===== config.mk =====
export PLATFORM = sky130hd
export DESIGN_NAME = cache_control_l2
export DESIGN_NICKNAME = d
export VERILOG_FILES = /design/src/rtl/cache_control_l2.sv
export SDC_FILE = /design/constraint.sdc
export NUM_CORES = 1
export LEC_CHECK = 0
export ABC_AREA = 1
export CAP_MARGIN = 20
export CORE_UTILIZATION = 60
export DETAILED_ROUTE_END_ITERATION = 10
export DONT_BUFFER_PORTS = 1
export PLACE_DENSITY = 0.8
export SLEW_MARGIN = 20
export SYNTH_ARGS = -nofsm -noshare
export SYNTH_HDL_FRONTEND = slang
export SYNTH_SLANG_ARGS = --single-unit

===== constraint.sdc =====
create_clock -name clk -period 1.9 [get_ports clk]
set_input_delay 0.285 -clock clk [delete_from_list [all_inputs] [get_ports clk]]
set_output_delay 0.285 -clock clk [all_outputs]
set_load 0.01 [all_outputs]

===== src/rtl/cache_control_l2.sv =====
// Sequencing controller for the two-way L2 cache datapath: hit response, victim
// writeback and line allocate, plus saturating hit/miss/writeback event counters.
module cache_control_l2 #(
    parameter int unsigned CNT_W = 16
) (
    input  logic             clk,
    input  logic             reset,
    input  logic             mem_read,
    input  logic             mem_write,
    input  logic             hit,
    input  logic             dirty,
    input  logic             pmem_resp,
    input  logic             clear_counters,
    output logic             mem_resp,
    output logic             sel_way_mux,
    output logic             pmem_mux_sel,
    output logic             pmem_read,
    output logic             pmem_write,
    output logic [CNT_W-1:0] hit_count,
    output logic [CNT_W-1:0] miss_count,
    output logic [CNT_W-1:0] wb_count
);

    typedef enum logic [1:0] {
        ST_IDLE      = 2'd0,
        ST_WRITEBACK = 2'd1,
        ST_ALLOCATE  = 2'd2
    } state_e;

    state_e           state_q, state_d;
    logic             miss_pending_q, miss_pending_d;
    logic [CNT_W-1:0] hit_count_q, hit_count_d;
    logic [CNT_W-1:0] miss_count_q, miss_count_d;
    logic [CNT_W-1:0] wb_count_q, wb_count_d;
    logic             req;
    logic             hit_inc, miss_inc, wb_inc;

    assign req = mem_read | mem_write;

    // Next state and state-decoded strobes; the hit response is combinational in IDLE.
    always_comb begin
        state_d        = state_q;
        miss_pending_d = miss_pending_q;
        mem_resp       = 1'b0;
        sel_way_mux    = 1'b0;
        pmem_mux_sel   = 1'b0;
        pmem_read      = 1'b0;
        pmem_write     = 1'b0;
        hit_inc        = 1'b0;
        miss_inc       = 1'b0;
        wb_inc         = 1'b0;
        case (state_q)
            ST_IDLE: begin
                if (req && !reset) begin
                    if (hit) begin
                        mem_resp = 1'b1;
                    end else begin
                        miss_inc       = 1'b1;
                        miss_pending_d = 1'b1;
                        state_d        = dirty ? ST_WRITEBACK : ST_ALLOCATE;
                    end
                end
            end
            ST_WRITEBACK: begin
                pmem_write   = 1'b1;
                pmem_mux_sel = 1'b1;
                sel_way_mux  = 1'b1;
                if (pmem_resp) begin
                    wb_inc  = 1'b1;
                    state_d = ST_ALLOCATE;
                end
            end
            ST_ALLOCATE: begin
                pmem_read   = 1'b1;
                sel_way_mux = 1'b1;
                if (pmem_resp) begin
                    state_d = ST_IDLE;
                end
            end
            default: state_d = ST_IDLE;
        endcase
        // The response that closes a miss must not be counted as a hit.
        if (mem_resp) begin
            hit_inc        = !miss_pending_q;
            miss_pending_d = 1'b0;
        end
    end

    // Saturating counters; a clear wins over a same-cycle increment.
    always_comb begin
        hit_count_d  = hit_count_q;
        miss_count_d = miss_count_q;
        wb_count_d   = wb_count_q;
        if (clear_counters) begin
            hit_count_d  = '0;
            miss_count_d = '0;
            wb_count_d   = '0;
        end else begin
            if (hit_inc && (hit_count_q != '1))
                hit_count_d = hit_count_q + CNT_W'(1);
            if (miss_inc && (miss_count_q != '1))
                miss_count_d = miss_count_q + CNT_W'(1);
            if (wb_inc && (wb_count_q != '1))
                wb_count_d = wb_count_q + CNT_W'(1);
        end
    end

    always_ff @(posedge clk or posedge reset) begin
        if (reset) begin
            state_q        <= ST_IDLE;
            miss_pending_q <= 1'b0;
            hit_count_q    <= '0;
            miss_count_q   <= '0;
            wb_count_q     <= '0;
        end else begin
            state_q        <= state_d;
            miss_pending_q <= miss_pending_d;
            hit_count_q    <= hit_count_d;
            miss_count_q   <= miss_count_d;
            wb_count_q     <= wb_count_d;
        end
    end

    assign hit_count  = hit_count_q;
    assign miss_count = miss_count_q;
    assign wb_count   = wb_count_q;

endmodule


==> impl_metrics.tcl, run 1 <==
set metrics [dict create \
    drtIter0Drc 220 \
    cts_root_buf "clkbuf_8" \
    setup-tns-final_ns 0 \
    cp.depth 10 \
    antenna_cells 0 \
    synth_fp_nets 478 \
    final_max_slew_viol_count 0 \
    std_cell_rows 26 \
    reg2reg_slack_ns 0.15 \
    final_area_um2 3726 \
    io_pins 61 \
    hold_buffers 0 \
    start_util_pct 63.30 \
    syn_area_um2 3274 \
    critPathLaunch "wb_count[0]" \
    ir_worst_vdd_v 0.0006342 \
    syn_inst 463 \
    drt_pre_antenna_iters 5 \
    ctsLongestPathBuffers 2 \
    finalSetupViolations 0 \
    antenna_found_initial 0 \
    grt_overflow 0 \
    vias_per_cell 5.630 \
    crit_required_ns 2.16 \
    worst-setup-path-type "reg -> reg" \
    final-seq-area_um2 1276 \
    portBuffers 0 \
    yosysWarnings 0 \
    fillCellCount 425 \
    synth_compound_area_share_pct 4.280 \
    worst_pin_slew_ns 0.6414 \
    worst_path_max_delay_cell "dfrtp_1" \
    hold_viol 0 \
    cpPeakStageDelay_ns 0.41 \
    min_period_over_period_pct 91.98 \
    drive_gt1_share_pct 14.89 \
    fmax_mhz 572.2 \
    synthSimpleGateAreaFrac_pct 42.61 \
    die_area_um2 5757 \
    clk_pin_slew_ns 0.10 \
    clock_latency_ns 0.32 \
    start_kind "flip-flop" \
    path_cells "ha_1 > nand3_1 > inv_2 > nand2_2 > nor2_4 > nor2_4 > nand2_1 > inv_2 > nand2_1 > nand2_1" \
    crit_family "simple AND/OR/NAND/NOR gates" \
    period_needed_ns 1.748 \
    rr_worst_depth 10 \
    synth_top_family_by_area "simple AND/OR/NAND/NOR gates" \
    synthXorXnorAreaFrac_pct 4.280 \
    dpl_worst_slack_ns 0.003808 \
    multi_input_area_um2 1783 \
    cp.arrival_ns 2.01 \
    synth-edff-count 0 \
    regToRegEndpoint "wb_count[5]" \
    grt_max_degree 52 \
    drc 0 \
    critPathCapture "wb_count[5]" \
    syn_area_per_cell_um2 7.072 \
    max_slew_margin_pct 57.24 \
    fin_ws_ns 0.1523 \
    syn2layout_area_growth_pct 13.79 \
    fin_worst_skew_ns 0.008103 \
    ys_ff_latch 51 \
    htree_levels 2 \
    post_drt_wl_per_cell_um 14.23 \
    dp_hpwl_mm 5.764 \
    clock_sinks 51 \
    grtUsageTotal_pct 29.62 \
    grt_first_pass_wirelength_mm 12.84 \
    gp_congestion 0.8745 \
    die_x_um 75.88 \
    hold_path_class "in -> async" \
    p_leak_nw 1.898 \
    nets 511 \
    grt_pass1_vias 2991 \
    max_cap_viol_count 0 \
    final_common_cell "nand2_1" \
    numCtsBuffers 5 \
    status "finished clean" \
    cp_num_buf_inv 2 \
    drt-total-wl_mm 8.066 \
    ant_nets 0 \
    synth-seq-area-share_pct 38.98 \
    crit_top_cell "nand2_1" \
    endpoint_kind "flip-flop" \
    power_density_nw_per_um2 687.8 \
    synth-adder-area-share_pct 2.675 \
    die_h_um 75.88 \
    mostFrequentLayoutCells "nand2_1 (180), dfrtp_1 (51), nor2_1 (47), buf_4 (35), inv_1 (33)" \
    placed_area_um2 3537 \
    synth-main-ff-cell "dfrtp_1" \
    synthArstFlopShare_pct 100.0 \
    yosysUniqueCellTypes 29 \
    cts_tree "yes" \
    rsz0062_at_grt "false" \
    finalCoreUtilization_pct 72.04 \
    power_mw 2.563 \
    reg2reg_from "wb_count[0]" \
    synth_mux_area_share_pct 0.3057 \
    vias 3192 \
    critical_path_peak_fanout 10 \
    core_um2 5172 \
]
cells by family after synthesis:
kind of cell / Yosys count
buf+inv: 52
mux: 1
compound gates: 23
flops: 51
fa+ha+maj: 7
simple gates: 313
xor+xnor: 16
power by group:
group | internal (mW) | switching (mW)
sequential | 1.12 | 0.0174
combinational | 0.179 | 0.332
clock | 0.525 | 0.384
total | 1.83 | 0.734
worst min-delay path by stage:
stage                   endpoint  cells past startpoint   from
floorplan           hit_count[0]                      1  reset
global placement      state_q[1]                      2  reset
detailed placement    state_q[0]                      2  reset
CTS                  wb_count[9]                      2  reset
global route        wb_count[15]                      2  reset
finish                state_q[0]                      2  reset
per-layer routing:
| layer | wire length, um | share of wire (%) | track usage (%) |
|---|---|---|---|
| met2 | 3975 | 49 | 50.64 |
| met1 | 3494 | 43 | 36.48 |
| met3 | 453 | 5.6 | 7.011 |
| met5 | 0 | 0 | 0 |
| met4 | 144 | 1.8 | 10.49 |
cell type report:
class | count | area share (%)
well taps | 70 | 2.351
flip-flops and latches | 51 | 34.25
repair buffers | 36 | 7.589
inverters | 42 | 4.298
clock inverters | 3 | 1.813
clock buffers | 5 | 1.847
multi-input cells | 360 | 47.85
through the flow:
step | hold slack (ns) | std cells
after floorplan | 0.2088 | 463
after global routing | 0.09820 | 567
after global placement | 0.3958 | 555
after detailed placement | 0.4072 | 555
final | 0.03691 | 567
after CTS | 0.06143 | 563
synth_stat cells, types with 2 or more instances:
library cell,count,share of area [%]
a21oi_1,2,0.31
buf_1,3,0.34
buf_2,3,0.46
buf_6,3,1.0
dfrtp_1,51,39
ha_1,7,2.7
inv_1,33,3.8
inv_2,8,0.92
nand2_1,180,21
nand2_2,5,0.96
nand3_1,31,4.7
nand3b_1,3,0.69
nand4_1,27,5.2
nor2_1,47,5.4
nor2_2,7,1.3
nor2_4,6,2.1
nor3_1,3,0.46
o21ai_0,5,0.76
o21ai_1,5,0.76
o21bai_1,9,2.1
or2_2,3,0.57
xnor2_1,5,1.3
xor2_1,11,2.9
worst register-to-register path: cells and delay by family, from the launching register on:
| family | cells | cell delay, ns |
|---|---|---|
| adder cells (fa/ha/maj) | 1 | 0.23 |
| AND/OR/NAND/NOR | 7 | 0.90 |
| flip-flops | 1 | 0.41 |
| buffers and inverters | 2 | 0.16 |
repair_timing:
action / in CTS / in global routing
resized for setup: 0 / 2
buffers inserted: 0 / 4
setup endpoints to repair: 0 / 18
registers in the layout, indices dropped and copies added (netlist names):
name / flops
state_q: 2
wb_count: 16
miss_count: 16
hit_count: 16
miss_pending_q: 1
Power figures use the tool's default switching activity.
==> run 2: changes to the inputs <==
Settings changed: CORE_MARGIN set to 5, SLEW_MARGIN 20 to not set.
==> run 2 against run 1 <==
  * Final area is 2.0% lower
  * Worst hold slack better by 0.018 ns
  * Non-clock buffer count fell by 3
  * Via count shrank 4.1%
  * Combinational power down 1%
  * Clock skew up 0.00097 ns
  * Core utilization shrank 1.9 points
  * Clock power shrank 32%
  * Sequential power is essentially flat
  * Power is 11% lower
  * Flip-flop and latch count did not move
  * Critical endpoint is now wb_count[9]
  * Largest power group unchanged
==> impl_metrics.tcl, run 2 (synthesized netlist as in run 1, its figures left out) <==
set metrics [dict create \
    pwr-share-comb_pct 22.3 \
    max_slew_margin_pct 57.87 \
    switching_share_pct 31.41 \
    clk_pin_slew_ns 0.09 \
    worst_path_max_delay_cell "dfrtp_2" \
    post_drt_wl_per_cell_um 14.42 \
    placed_area_um2 3507 \
    finalCoreUtilization_pct 70.17 \
    worst_hold_slack_ns 0.05507 \
    start_util_pct 62.91 \
    drc 0 \
    fmax_mhz 561.0 \
    cp.depth 10 \
    ir_worst_vdd_v 0.0006194 \
    ctsLongestPathBuffers 2 \
    dp_hpwl_mm 5.988 \
    cp_num_buf_inv 2 \
    status "finished clean" \
    fin_worst_skew_ns 0.009071 \
    die_area_um2 7035 \
    std_cell_rows 26 \
    min_period_over_period_pct 93.82 \
    cpPeakStageDelay_ns 0.46 \
    final_common_cell "nand2_1" \
    vias 3061 \
    grt_first_pass_wirelength_mm 13.88 \
    io_pins 61 \
    final_max_slew_viol_count 0 \
    start_kind "flip-flop" \
    internal_power_mw 1.558 \
    path_cells "ha_1 > nand3_1 > inv_2 > nand2_2 > nor2_4 > nor2_4 > nor2_4 > buf_12 > nand2_1 > nand2_1" \
    die_x_um 83.88 \
    grtUsageTotal_pct 24.20 \
    syn2layout_area_growth_pct 11.54 \
    ant_nets 0 \
    drt_pre_antenna_iters 4 \
    cts_tree "yes" \
    grt_max_degree 52 \
    hold_viol 0 \
    power_density_nw_per_um2 622.0 \
    htree_levels 2 \
    worst-setup-path-type "reg -> reg" \
    period_needed_ns 1.783 \
    cts_root_buf "clkbuf_8" \
    setup-tns-final_ns 0 \
    fin_ws_ns 0.1174 \
    vias_per_cell 5.427 \
    crit_family "simple AND/OR/NAND/NOR gates" \
    fillCellCount 464 \
    gp_congestion 0.8834 \
    endpoint_kind "flip-flop" \
    drive_gt1_share_pct 14.37 \
    antenna_cells 0 \
    core_um2 5205 \
    dpl_worst_slack_ns 0.02878 \
    max_cap_viol_count 0 \
    clock_sinks 51 \
    final_cells 564 \
    hold_buffers 0 \
    final_area_um2 3652 \
    critical_path_peak_fanout 13 \
    grt_overflow 0 \
    crit_top_cell "nor2_4" \
    rr_worst_depth 10 \
    drt-total-wl_mm 8.133 \
    crit_required_ns 2.10 \
    portBuffers 0 \
    mostFrequentLayoutCells "nand2_1 (180), dfrtp_1 (50), nor2_1 (47), inv_1 (33), buf_4 (32)" \
    grt_pass1_vias 2854 \
    power_switching_uw 713.6 \
    nets 508 \
    placed_cells 551 \
    p_clk_share_pct 27.3 \
    hold_path_class "in -> async" \
    numCtsBuffers 5 \
    die_h_um 83.88 \
    clock_latency_ns 0.31 \
    power_mw 2.272 \
    cp.arrival_ns 1.98 \
    p_leak_nw 1.859 \
    drtIter0Drc 171 \
    worst_pin_slew_ns 0.6320 \
    power_frac_seq_pct 50.4 \
    finalSetupViolations 0 \
    antenna_found_initial 0 \
]
-- run 2: metal layers --
layer | routed length (um) | share of wire (%) | global-route usage, % | vias up
met5 | 0 | 0 | 0 | -
met4 | 113 | 1.4 | 6.871 | 0
met3 | 740 | 9.1 | 7.897 | 13
met2 | 3868 | 48 | 38.83 | 109
met1 | 3412 | 42 | 31.25 | 1404
li1 | - | - | - | 1535
-- run 2: power groups by stage --
stage	Combinational [mW]	Clock, mW	Sequential, mW
final	0.507	0.620	1.14
after global routing	0.572	0.688	1.15
after detailed placement	0.463	0	1.17
after global placement	0.440	0	1.16
after floorplan	0.354	0	1.17
after CTS	0.465	0.641	1.14
-- run 2: path summary, 6_finish.rpt --
check | startpoint | to | slack (ns)
hold / removal | reset | hit_count[5] | 0.06
min in group clk | clear_counters | miss_count[8] | 0.14
hold reg to reg | miss_pending_q | miss_pending_q | 0.56
setup / recovery | wb_count[1] | wb_count[9] | 0.12
max in group asynchronous | reset | wb_count[1] | 1.38
setup reg to reg | wb_count[1] | wb_count[9] | 0.12
-- run 2: final cells by class --
cell class,count,area [um2],area share [%]
inverter,42,160.2,4.385
clock inverter,1,5.005,0.1370
sequential,51,1277,34.98
tap,70,87.58,2.398
clock buffer,7,76.32,2.090
timing repair buffer,33,260.3,7.126
multi-input combinational,360,1785,48.89
-- run 2: timing repair --
action	4_1_cts	5_1_grt
setup endpoints to repair	0	41
gates resized for setup	0	4
buffers inserted	0	5
==> RTL change (settings of run 1) <==
Set the parameter `CNT_W` to 32 (it was 16).
--- a/src/rtl/cache_control_l2.sv
+++ b/src/rtl/cache_control_l2.sv
@@ -1,7 +1,7 @@
 // Sequencing controller for the two-way L2 cache datapath: hit response, victim
 // writeback and line allocate, plus saturating hit/miss/writeback event counters.
 module cache_control_l2 #(
-    parameter int unsigned CNT_W = 16
+    parameter int unsigned CNT_W = 32
 ) (
     input  logic             clk,
     input  logic             reset,
Ports: changed (resized hit_count, miss_count and wb_count); port bits go from 61 to 109. The function was not compared with the original's and may differ.
==> RTL change against run 1 <==
The flow now finishes with violations (negative hold slack). Global-route usage grew 4.8 points. First-iteration DRC count rose to 2.9 times the old value. Maximum frequency is 3.1% lower. Cell area increased by 110%. Worst hold slack worse by 0.049 ns. Routed wire length grew 140%. Setup slack worse by 0.056 ns. Sequential cell count grew 48. Count of clock-buffer cells in the layout up 10. Power up 87%. Area after synthesis is 110% higher.
==> RTL change: results (changes against run 1) <==
Outcome
  • Status: finished, violations left (was complete, no violations)
  • Failing checks: negative hold slack

STA
  • Setup WS post-layout: 0.0960 ns (was 0.152 ns)
  • Hold Fails Final Rpt: 6 (was 0)
  • Worst-Margin Slew: 0.710 ns (was 0.641 ns)
  • Fin Hold WS: -0.0121 ns (was 0.0369 ns)

Synth
  • Cells taking the most area after synthesis: dfrtp_1 (36%), nand2_1 (22%), nor2_1 (9.1%) (was dfrtp_1 (39%), nand2_1 (21%), nor2_1 (5.4%))
  • Seq/Total Area, Yosys: 36.4% (was 39.0%)
  • Top cells by instance count after synthesis: nand2_1 (400), nor2_1 (165), nand3_1 (114) (was nand2_1 (180), dfrtp_1 (51), nor2_1 (47))
  • Yosys cell types: 33 (was 29)
  • Syn Area/Cell: 6.48 µm² (was 7.07 µm²)

Clock network
  • Hold Buf Count CTS: 1 (was 0)
  • # H-tree levels: 3 (was 2)
  • Clock input transition at the sequential cells of the worst setup and hold paths: 0.07 ns (was 0.10 ns)

Global routing
  • Global-route wire length before repair: 31.4 mm (was 12.8 mm)
  • Grt met2 use: 56.1% (was 50.6%)
  • Tot GR Track Use: 34.4% (was 29.6%)
  • Vias in the first global route: 6739 (was 2991)
  • Met1 Use GR: 43.4% (was 36.5%)

Finish
  • Fillers: 943 (was 425)

Critical path
  • Crit path max fanout: 14 (was 10)
  • Critical Path AT: 2.05 ns (was 2.01 ns)
  • Reg-to-Reg Start: miss_count[11]$_DFFE_PP0P_ (was wb_count[0]$_DFFE_PP0P_)
  • Crit-path max cell delay: 0.51 ns (was 0.41 ns)
  • R2R cell count: 9 (was 10)

Placed design
  • GP Congestion: 0.909 (was 0.875)
  • Setup WS pre-CTS: -0.0115 ns (was 0.00381 ns)

Power
  • Worst VDD drop: 600 µV (was 634 µV)
  • Leak Pwr: 0.00377 µW (was 0.00190 µW)

Detailed routing
  • WL met2: 8.98 mm (was 3.98 mm)
  • Met3 routed WL: 1.70 mm (was 453 µm)
  • WL final: 19.2 mm (was 8.07 mm)
-- RTL change: cell types whose count changed after synthesis, sizes merged, moves of 4 or more --
cell / change
nand4: -14
xor2: +10
nor2: +116
inv: +52
nand3: +84
clkbuf: +9
xnor2: +11
o21ai: +28
nand2: +225
nor3: +4
dfrtp: +48
a21oi: +7
buf: +9
-- RTL change: layout make-up --
class	count	area, µm²	area share, %
Sequential cell	99	2480	31.2
Tap cell	140	175	2.20
Multi-Input combinational cell	830	3850	48.4
Inverter	93	353	4.43
Timing Repair Buffer	101	793	9.96
Clock inverter	1	30.0	0.377
Clock buffer	15	278	3.49
-- RTL change: worst max-delay path by stage --
stage | startpoint | endpoint | cells past startpoint
3_5_place_dp | hit_count[0]$_DFFE_PP0P_ | hit_count[4]$_DFFE_PP0P_ | 10
5_1_grt | miss_count[13]$_DFFE_PP0P_ | miss_count[29]$_DFFE_PP0P_ | 9
2_1_floorplan | reset | hit_count[17]$_DFFE_PP0P_ | 10
6_report | miss_count[11]$_DFFE_PP0P_ | miss_count[3]$_DFFE_PP0P_ | 9
3_3_place_gp | hit_count[0]$_DFFE_PP0P_ | hit_count[13]$_DFFE_PP0P_ | 10
4_1_cts | wb_count[0]$_DFFE_PP0P_ | wb_count[3]$_DFFE_PP0P_ | 9
-- RTL change: kinds of logic after synthesis --
| group | count (synthesis) | synth area share [%] |
|---|---|---|
| AOI/OAI and AO/OA | 59 | 4.93 |
| xor gates and xnor gates | 37 | 4.76 |
| adders and majority gates | 7 | 1.29 |
| buffers and inverters | 121 | 7.76 |
| DFF | 99 | 36.4 |
| muxes | 2 | 0.294 |
| and+or+nand+nor | 725 | 44.5 |
-- RTL change: where the power goes --
group / internal [µW] / switching, µW
Sequential: 2150 / 19.6
Clock: 1130 / 821
Combinational: 220 / 464
